## src/rtl/shared_pkg.sv

```systemverilog
// Shared types and defaults for the ALSU datapath blocks.
package shared_pkg;

  typedef enum logic [2:0] {
    OR        = 3'd0,
    XOR       = 3'd1,
    ADD       = 3'd2,
    MULT      = 3'd3,
    SHIFT     = 3'd4,
    ROTATE    = 3'd5,
    INVALID_6 = 3'd6,
    INVALID_7 = 3'd7
  } opcode_e;

  typedef enum logic [1:0] {
    IDLE = 2'd0,
    EXEC = 2'd1,
    MUL  = 2'd2,
    DONE = 2'd3
  } alsu_state_e;

  // "A" or "B": operand that wins when both bypass or both reduction bits are set.
  localparam INPUT_PRIORITY_DEFAULT = "A";
  // "ON" adds cin into ADD results, "OFF" ignores it.
  localparam FULL_ADDER_DEFAULT     = "ON";

endpackage

```

## src/rtl/alsu_seq_mult.sv

```systemverilog
// Unsigned shift-add multiplier: loads on start, then runs WIDTH iterations.
// done is raised during the final iteration and product then carries the
// completed result, so the caller can register it on that same edge.
module alsu_seq_mult #(
  parameter int WIDTH = 3
) (
  input  logic                 clk,
  input  logic                 rst,
  input  logic                 start,
  input  logic [WIDTH-1:0]     a,
  input  logic [WIDTH-1:0]     b,
  output logic                 busy,
  output logic                 done,
  output logic [2*WIDTH-1:0]   product
);

  localparam int CNT_W = $clog2(WIDTH + 1);

  logic [2*WIDTH-1:0] mcand_q, mcand_d;
  logic [2*WIDTH-1:0] acc_q, acc_d;
  logic [WIDTH-1:0]   mplier_q, mplier_d;
  logic [CNT_W-1:0]   cnt_q, cnt_d;

  // Load operands on start, otherwise add-and-shift once per cycle while counting down.
  always_comb begin
    mcand_d  = mcand_q;
    mplier_d = mplier_q;
    acc_d    = acc_q;
    cnt_d    = cnt_q;
    if (start) begin
      mcand_d  = {{WIDTH{1'b0}}, a};
      mplier_d = b;
      acc_d    = '0;
      cnt_d    = CNT_W'(WIDTH);
    end else if (cnt_q != '0) begin
      if (mplier_q[0]) begin
        acc_d = acc_q + mcand_q;
      end
      mcand_d  = mcand_q << 1;
      mplier_d = mplier_q >> 1;
      cnt_d    = cnt_q - CNT_W'(1);
    end
  end

  // Multiplier state registers.
  always_ff @(posedge clk or posedge rst) begin
    if (rst) begin
      mcand_q  <= '0;
      mplier_q <= '0;
      acc_q    <= '0;
      cnt_q    <= '0;
    end else begin
      mcand_q  <= mcand_d;
      mplier_q <= mplier_d;
      acc_q    <= acc_d;
      cnt_q    <= cnt_d;
    end
  end

  assign busy    = (cnt_q != '0);
  assign done    = (cnt_q == CNT_W'(1));
  assign product = acc_d;

endmodule

```

## src/rtl/alsu_pipe.sv

```systemverilog
// Handshaked ALSU: captures a command, executes it in one cycle (or WIDTH
// cycles for a multiply) and holds the result until the sink takes it.
module alsu_pipe
  import shared_pkg::*;
#(
  parameter int WIDTH          = 3,
  parameter     INPUT_PRIORITY = INPUT_PRIORITY_DEFAULT,
  parameter     FULL_ADDER     = FULL_ADDER_DEFAULT,
  parameter int LED_WIDTH      = 16
) (
  input  logic                   clk,
  input  logic                   rst,
  input  logic                   in_valid,
  output logic                   in_ready,
  input  logic signed [WIDTH-1:0] A,
  input  logic signed [WIDTH-1:0] B,
  input  logic                   cin,
  input  logic                   serial_in,
  input  logic                   red_op_A,
  input  logic                   red_op_B,
  input  logic [2:0]             opcode,
  input  logic                   bypass_A,
  input  logic                   bypass_B,
  input  logic                   direction,
  output logic                   out_valid,
  input  logic                   out_ready,
  output logic [2*WIDTH-1:0]     out,
  output logic                   err,
  output logic [LED_WIDTH-1:0]   leds
);

  localparam int OUT_W  = 2 * WIDTH;
  localparam bit PRIO_A  = (INPUT_PRIORITY == "A");
  localparam bit USE_CIN = (FULL_ADDER == "ON");

  alsu_state_e state_q, state_d;
  logic [OUT_W-1:0]     out_q, out_d;
  logic                 err_q, err_d;
  logic [LED_WIDTH-1:0] leds_q, leds_d;

  logic [WIDTH-1:0] a_q, a_d, b_q, b_d;
  opcode_e          opcode_q, opcode_d;
  logic             cin_q, cin_d, serial_q, serial_d, dir_q, dir_d;
  logic             red_a_q, red_a_d, red_b_q, red_b_d;
  logic             byp_a_q, byp_a_d, byp_b_q, byp_b_d;

  logic             accept, mul_start, mul_busy, mul_done;
  logic [WIDTH-1:0] a_mag, b_mag;
  logic [OUT_W-1:0] mul_product, mul_result;
  logic [OUT_W-1:0] a_ext, b_ext, res;
  logic             res_err, invalid, red_val;
  logic [WIDTH-1:0] red_src;

  assign in_ready  = (state_q == IDLE);
  assign out_valid = (state_q == DONE);
  assign accept    = in_valid && in_ready;
  assign mul_start = accept && (opcode == 3'(MULT)) && !red_op_A && !red_op_B
                     && !bypass_A && !bypass_B;

  // The multiplier core works on magnitudes; the most-negative value maps to 2^(WIDTH-1).
  assign a_mag = A[WIDTH-1] ? (~A + 1'b1) : A;
  assign b_mag = B[WIDTH-1] ? (~B + 1'b1) : B;

  alsu_seq_mult #(.WIDTH(WIDTH)) u_mult (
    .clk     (clk),
    .rst     (rst),
    .start   (mul_start),
    .a       (a_mag),
    .b       (b_mag),
    .busy    (mul_busy),
    .done    (mul_done),
    .product (mul_product)
  );

  assign mul_result = (a_q[WIDTH-1] ^ b_q[WIDTH-1]) ? (~mul_product + 1'b1) : mul_product;

  // Capture the whole command on an accepted handshake, otherwise hold it.
  always_comb begin
    a_d      = a_q;
    b_d      = b_q;
    opcode_d = opcode_q;
    cin_d    = cin_q;
    serial_d = serial_q;
    dir_d    = dir_q;
    red_a_d  = red_a_q;
    red_b_d  = red_b_q;
    byp_a_d  = byp_a_q;
    byp_b_d  = byp_b_q;
    if (accept) begin
      a_d      = A;
      b_d      = B;
      opcode_d = opcode_e'(opcode);
      cin_d    = cin;
      serial_d = serial_in;
      dir_d    = direction;
      red_a_d  = red_op_A;
      red_b_d  = red_op_B;
      byp_a_d  = bypass_A;
      byp_b_d  = bypass_B;
    end
  end

  // Single-cycle result for everything except a real multiply; bypass beats invalid.
  always_comb begin
    res     = '0;
    res_err = 1'b0;
    a_ext   = {{WIDTH{a_q[WIDTH-1]}}, a_q};
    b_ext   = {{WIDTH{b_q[WIDTH-1]}}, b_q};
    invalid = (opcode_q == INVALID_6) || (opcode_q == INVALID_7) ||
              ((red_a_q || red_b_q) && (opcode_q != OR) && (opcode_q != XOR));
    if (red_a_q && red_b_q) begin
      red_src = PRIO_A ? a_q : b_q;
    end else if (red_a_q) begin
      red_src = a_q;
    end else begin
      red_src = b_q;
    end
    red_val = (opcode_q == OR) ? |red_src : ^red_src;
    if (byp_a_q && byp_b_q) begin
      res = PRIO_A ? a_ext : b_ext;
    end else if (byp_a_q) begin
      res = a_ext;
    end else if (byp_b_q) begin
      res = b_ext;
    end else if (invalid) begin
      res     = '0;
      res_err = 1'b1;
    end else begin
      case (opcode_q)
        OR:      res = (red_a_q || red_b_q) ? {{(OUT_W-1){1'b0}}, red_val}
                                            : {{WIDTH{1'b0}}, a_q | b_q};
        XOR:     res = (red_a_q || red_b_q) ? {{(OUT_W-1){1'b0}}, red_val}
                                            : {{WIDTH{1'b0}}, a_q ^ b_q};
        ADD:     res = a_ext + b_ext + OUT_W'(cin_q & USE_CIN);
        SHIFT:   res = dir_q ? {out_q[OUT_W-2:0], serial_q} : {serial_q, out_q[OUT_W-1:1]};
        ROTATE:  res = dir_q ? {out_q[OUT_W-2:0], out_q[OUT_W-1]} : {out_q[0], out_q[OUT_W-1:1]};
        default: res = '0;
      endcase
    end
  end

  // Next state plus result/err/leds updates, which only happen at the result write.
  always_comb begin
    state_d = state_q;
    out_d   = out_q;
    err_d   = err_q;
    leds_d  = leds_q;
    case (state_q)
      IDLE: begin
        if (accept) begin
          state_d = mul_start ? MUL : EXEC;
        end
      end
      EXEC: begin
        out_d   = res;
        err_d   = res_err;
        leds_d  = res_err ? ~leds_q : '0;
        state_d = DONE;
      end
      MUL: begin
        if (mul_done) begin
          out_d   = mul_result;
          err_d   = 1'b0;
          leds_d  = '0;
          state_d = DONE;
        end else if (!mul_busy) begin
          state_d = IDLE;
        end
      end
      DONE: begin
        if (out_ready) begin
          state_d = IDLE;
        end
      end
      default: state_d = IDLE;
    endcase
  end

  // State, result and captured-command registers.
  always_ff @(posedge clk or posedge rst) begin
    if (rst) begin
      state_q  <= IDLE;
      out_q    <= '0;
      err_q    <= 1'b0;
      leds_q   <= '0;
      a_q      <= '0;
      b_q      <= '0;
      opcode_q <= OR;
      cin_q    <= 1'b0;
      serial_q <= 1'b0;
      dir_q    <= 1'b0;
      red_a_q  <= 1'b0;
      red_b_q  <= 1'b0;
      byp_a_q  <= 1'b0;
      byp_b_q  <= 1'b0;
    end else begin
      state_q  <= state_d;
      out_q    <= out_d;
      err_q    <= err_d;
      leds_q   <= leds_d;
      a_q      <= a_d;
      b_q      <= b_d;
      opcode_q <= opcode_d;
      cin_q    <= cin_d;
      serial_q <= serial_d;
      dir_q    <= dir_d;
      red_a_q  <= red_a_d;
      red_b_q  <= red_b_d;
      byp_a_q  <= byp_a_d;
      byp_b_q  <= byp_b_d;
    end
  end

  assign out  = out_q;
  assign err  = err_q;
  assign leds = leds_q;

endmodule

```

## config.mk

```make
export PLATFORM = sky130hd
export DESIGN_NAME = alsu_pipe
export DESIGN_NICKNAME = d
export VERILOG_FILES = /design/src/rtl/shared_pkg.sv /design/src/rtl/alsu_seq_mult.sv /design/src/rtl/alsu_pipe.sv
export SDC_FILE = /design/constraint.sdc
export NUM_CORES = 1
export LEC_CHECK = 0
export CORE_ASPECT_RATIO = 1.4
export CORE_UTILIZATION = 55
export CTS_CLUSTER_DIAMETER = 100
export DETAILED_ROUTE_END_ITERATION = 16
export HOLD_SLACK_MARGIN = 0.08
export PLACE_DENSITY = 0.91
export RECOVER_POWER = 100
export SYNTH_ARGS = -nofsm -noshare
export SYNTH_HDL_FRONTEND = slang
export SYNTH_SLANG_ARGS = --single-unit
export TNS_END_PERCENT = 1
```

## constraint.sdc

```tcl
create_clock -name clk -period 3.4 [get_ports clk]
set_input_delay 0.68 -clock clk [delete_from_list [all_inputs] [get_ports clk]]
set_output_delay 0.68 -clock clk [all_outputs]
set_load 0.01 [all_outputs]
```

* After elaboration in Yosys (flattened, before gate mapping)
Cells that the tools add are included.
** Word-level totals
- Flip-flop bits (word level) :: 58
- Latch bits :: 0
- Bits in writable memories :: 0
- ROM bits :: 0
- Bits of input ports :: 20
- Output and inout port bits :: 25
- Word-level logic and storage cells :: 116
- Memories :: 0
** Operators by class
- Add/subtract/negate cells :: 7
- Multipliers :: 0
- Divide/modulo/power cells :: 0
- Magnitude comparators :: 0
- Equal/unequal tests :: 16
- Shift operators :: 0
- Muxes and demuxes :: 41
- Bitwise operators :: 7
- Reduce and logical (&&, ||, !) cells :: 27
** Operators by type and width (number)
- 6-bit two-way mux :: 13
- 16-bit two-way mux :: 2
- 16-bit one-hot mux with 2 select lines :: 1
- 6-bit one-hot mux with 5 select lines :: 1
- 3-bit two-way mux :: 8
- 16-bit inverter :: 1
- 2-bit two-way mux :: 7
- 3-bit == test (second input constant) :: 4
- 6-bit one-hot mux with 2 select lines :: 1
- 1-bit logical AND :: 10
- 2-bit one-hot mux with 4 select lines :: 1
- 3-bit by 1-bit adder with 3-bit output (second input constant) :: 2
- 6-bit by 1-bit adder with 6-bit output (second input constant) :: 1
- 6-bit adder :: 1
- 3-bit by 2-bit == test with 1-bit output (second input constant) :: 2
- 1-bit two-way mux :: 6
- 3-bit inverter :: 2
- 6-bit inverter :: 1
- 2-bit nonzero test :: 3
- 4-bit by 2-bit adder with 5-bit output :: 1
- 3-bit by 3-bit adder with 4-bit output :: 1
- 2-bit by 1-bit == test with 1-bit output (second input constant) :: 2
- 2-bit == test (second input constant) :: 2
- 1-bit zero test :: 4
- 18 further kinds :: 21

* Longest topological paths before layout
- Depth after elaboration :: 13
- Gate-level depth with buffers :: 12

* Hierarchy
A second synthesis with hierarchy kept.
** Second synthesis, totals
- Cells, all modules :: 355
- Area, all modules :: 3408.3 µm²
** By module, submodules not included
- alsu_pipe :: times used 1, cells each 263, area each 2483.6 µm²
- alsu_seq_mult :: times used 1, cells each 92, area each 924.6 µm²

* Least setup slack after synthesis
No wires, ideal clock.
- Kind :: register to register
- From :: register a_q[0]
- To :: register out_q[2] (netlist: out[2])
- Setup time :: 82 ps
- Arrival :: 2228 ps
- Slack :: 1090 ps
- Stages on the path, launching flop included :: 11
- Path buffers :: 0
- Period minus slack after synthesis :: 2310 ps
- Path through :: dfrtp_1 fa_1 inv_1 fa_1 inv_1 fa_1 nand2_1 o221ai_1 a21oi_1 or3_1 a31oi_1
** On the way
- Cells in the longest elaborated chain, start to end :: 8
** RTL lines
- start, declared :: RTL line alsu_pipe.sv:41 : logic [WIDTH-1:0] a_q, a_d, b_q, b_d;
- start signal, assigned :: RTL line alsu_pipe.sv:186 : a_q <= '0;
- start signal, assigned :: RTL line alsu_pipe.sv:201 : a_q <= a_d;
- 3-bit by 3-bit adder with 4-bit output :: RTL line alsu_pipe.sv:134 : ADD: res = a_ext + b_ext + OUT_W'(cin_q & USE_CIN);
- 4-bit by 2-bit adder with 5-bit output :: RTL line alsu_pipe.sv:134
- 6-bit one-hot mux with 5 select lines :: RTL line alsu_pipe.sv:129 : case (opcode_q)
- 6-bit two-way mux :: RTL line alsu_pipe.sv:125 : end else if (invalid) begin
- 6-bit two-way mux :: RTL line alsu_pipe.sv:123 : end else if (byp_b_q) begin
- 6-bit two-way mux :: RTL line alsu_pipe.sv:121 : end else if (byp_a_q) begin
- 6-bit two-way mux :: RTL line alsu_pipe.sv:119 : if (byp_a_q && byp_b_q) begin
- 6-bit one-hot mux with 2 select lines :: RTL line alsu_pipe.sv:148 : case (state_q)
- end signal, assigned :: RTL line alsu_pipe.sv:198 : out_q <= out_d;
- end, declared :: RTL line alsu_pipe.sv:37 : logic [OUT_W-1:0] out_q, out_d;
Every way passes these cells.
A chain may end at the register's enable or synchronous reset.

* Final worst setup path
- From :: input port red_op_B
- To :: register out_q[2] (netlist: out[2])
** On the way
- Cells in the longest elaborated chain, start to end :: 10
** RTL lines
- start, declared :: RTL line alsu_pipe.sv:20 : input logic red_op_B,
- 1-bit zero test :: RTL line alsu_pipe.sv:57 : assign mul_start = accept && (opcode == 3'(MULT)) && !red_op_A && !red_op_B
- 1-bit logical AND :: RTL line alsu_pipe.sv:57
- 1-bit logical AND (2 in a row) :: RTL line alsu_pipe.sv:58 : && !bypass_A && !bypass_B;
- 6-bit two-way mux :: RTL line alsu_seq_mult.sv:30 : if (start) begin
- via mul_product[0] :: RTL line alsu_pipe.sv:49 : logic [OUT_W-1:0] mul_product, mul_result;
- 6-bit inverter :: RTL line alsu_pipe.sv:75 : assign mul_result = (a_q[WIDTH-1] ^ b_q[WIDTH-1]) ? (~mul_product + 1'b1) : mul_product;
- 6-bit by 1-bit adder with 6-bit output :: RTL line alsu_pipe.sv:75
- 6-bit two-way mux :: RTL line alsu_pipe.sv:75
- 6-bit two-way mux :: RTL line alsu_pipe.sv:161 : if (mul_done) begin
- 6-bit one-hot mux with 2 select lines :: RTL line alsu_pipe.sv:148
The timed path passes the listed nets, and every way through them passes these cells. The select of a mux whose other input is x is not followed.

==> run metrics <==
outcome complete, no violations; crit path launch type input port; fin cells 480; Worst Skew 7.24 ps; most numerous cell in the Yosys netlist dfrtp_1; initial drt markers approximately 130; Area growth syn-to-layout 19.0%; endpoints failing setup 0; Yosys reg bits 58; CTS H-tree lvls 3; yosys warns 0; Max Freq 0.354 GHz; Synth async-reset ratio 1.00; Worst VDD drop between 500 and 600 uV; Period Utilization, post-route 0.831; overall power between 3 and 4 mW; cell area after layout around 0.0042 mm^2; Final Util 0.673; Synth Instances ~360; crit path time final 2830 ps; Post-Route Setup TNS 0 ps; Hold Path Class reg -> reg; via count 2889; total core area 0.00617 mm^2; worst setup path class in -> reg; CP arrival just over 3000 ps; wire per inst around 17 um; total routing usage reported by global routing 0.260; Final GP Congestion ~0.9; IO buf count 44; number of vias per cell 6.02; syn_area_per_cell roughly 9.6 um^2; Rel. slew slack 0.148; slowest library cell on the worst path nor4b_1; placed cells 464; synth cell count leaders 58 x dfrtp_1, 45 x nand2_1, 36 x o21ai_0; setup bufs post-CTS 0; 1st-pass router iterations 5; mapped cell area 0.00349 mm^2; Crit path max-delay family simple AND/OR/NAND/NOR gates; Top Ports 45; worst path bufs/invs 2; CTS clock-pin slew for the worst setup and hold paths 70 ps; Synth Flop Type dfrtp_1; post-synth top area cell dfrtp_1; Slew Limit Fails 0; Syn Nets 402; Initial Util 0.566; Post-synth EDFFs 0; Clock Latency Late Sink about 340 ps; P_leak roughly 1.9 nW; Cell Pwr Density ~870 mW/mm^2; CTS tree yes; CP Max Fanout 7; Final Hold Vio Count 0; RSZ-0062 raised after global routing false; flip-flop and latch area 0.00145 mm^2; vias in the first global route slightly below 3k; slowest stage delay, CP around 600 ps; clock sink count 58; cts repair resizes 0; Yosys top cell area share 0.416; fin nets roughly 440; sequential fraction of the synthesis area 0.416; WP data required approximately 3700 ps; gr ovfl total 0; HPWL after DPL between 6000 and 7000 um; placed inst area 0.00398 mm^2; largest net degree at the start of global routing 34; Die W approximately 70 um; layout cells sized above 1 0.0809; crit path capture type flop; clk root buf clkbuf_8; ranking of synthesized cells by area dfrtp_1 42%, mux2i_1 6.6%, ha_1 5.7%; max_cap viols 0; area of the multi-input gates 0.00186 mm^2; Filler Cell Count 433; Die Y 96.2 um; crit-path cells dlygate4sd3_1 -> nor4b_1 -> and3_1 -> nor2_1 -> inv_1 -> ha_1 -> nand2b_1 -> xnor2_1 -> nand2_1 -> a31oi_1; initial antenna violation count 0; clock buffer depth 2; cts hold-fix bufs 0; diode count 0; Routed Antenna Nets 0; Slew @ Worst Pin roughly 1300 ps; Die Footprint 0.00667 mm^2; CTS buffer count 9; # DRC 0; count of different cell masters after synthesis 54; first-pass GRT wire length around 13000 um; drt total wl around 8200 um; row cnt 34
==> cells in the final DEF (no fill, tap or decap), types with 2 or more instances in the layout <==
cell type and n:
nor2_1 21, xor2_1 2, and2_1 2, o22ai_1 3, dfrtp_1 58, ha_1 16
nor2b_1 4, mux2i_1 23, o21bai_1 2, dlygate4sd3_1 28, nor3_1 5, a31oi_1 2
o21ai_0 36, nor3b_1 3, clkdlybuf4s50_1 16, o221ai_1 4, a211oi_1 5, nand2b_1 4
mux2_2 12, inv_1 21, xnor2_1 5, a221oi_1 3, clkinvlp_4 2, o311ai_0 2
nor4bb_1 4, clkbuf_8 9, fa_1 4, nor4b_1 2, clkbuf_1 3, a21o_1 3
nand2_1 45, clkinv_4 2, or4bb_1 3, nand3_1 8, a21oi_1 22
==> worst paths after layout <==
path	startpoint	to	slack [ps]	cells after the start
max in group asynchronous	rst	u_mult.mcand_q[5]	1500	2
min	err	err	480	2
min reg2reg	err	err	480	2
max	red_op_B	out[2]	570	10
max reg2reg	u_mult.cnt_q[0]	out[5]	640	9
min in group asynchronous	rst	leds[10]	1140	2
==> metal layers <==
layer | part of all wire | wire (um) | global-route usage
met2 | 0.53 | 4330 | 0.488
met3 | 0.042 | 342 | 0.0482
met1 | 0.39 | 3160 | 0.266
met4 | 0.045 | 367 | 0.163
met5 | 0 | 0 | 0
==> metrics by stage <==
| step | hold slack, ps | setup slack [ps] |
|---|---|---|
| CTS | 488 | 779 |
| finish | 481 | 574 |
| global route | 509 | 357 |
| floorplan | 452 | 1090 |
| global placement | 465 | 556 |
| detailed placement | 471 | 498 |
==> worst register-to-register path, delay by kind of cell (launching register included) <==
kind | cells | cell delay (ps)
buf+inv | 2 | 860
flops | 1 | 410
simple gates | 2 | 350
fa+ha+maj | 1 | 160
compound gates | 3 | 710
xor+xnor | 1 | 160
==> sequential cells by signal, indices dropped and copies added (netlist names) <==
register / count
u_mult.cnt_q: 2
u_mult.mplier_q: 3
b_q: 3
out: 6
u_mult.mcand_q: 6
dir_q: 1
byp_b_q: 1
opcode_q: 3
cin_q: 1
a_q: 3
state_q: 2
u_mult.acc_q: 6
err: 1
red_a_q: 1
red_b_q: 1
byp_a_q: 1
serial_q: 1
leds: 16
==> cell families after synthesis <==
family	count (synthesis)	share of synthesized area
simple gates	109	0.158
compound gates	93	0.173
flops	58	0.416
buf+inv	39	0.0463
mux	36	0.109
fa+ha+maj	20	0.0803
xor+xnor	7	0.0176
==> report_power, final <==
part           total [mW]  switching (mW)  internal [mW]
Sequential           1.27           0.338          0.928
Clock               0.630           0.291          0.339
Combinational        1.73           0.927          0.803
Total                3.63            1.56           2.07
==> cell type report <==
| type | instances | area share |
|---|---|---|
| Clock buffer | 10 | 0.0307 |
| Tap cell | 72 | 0.0217 |
| Clock inverter | 6 | 0.0163 |
| Multi-Input combinational cell | 265 | 0.448 |
| Sequential cell | 58 | 0.350 |
| Timing Repair Buffer | 48 | 0.114 |
| Inverter | 21 | 0.0190 |
(Power assumes the default switching activity.)
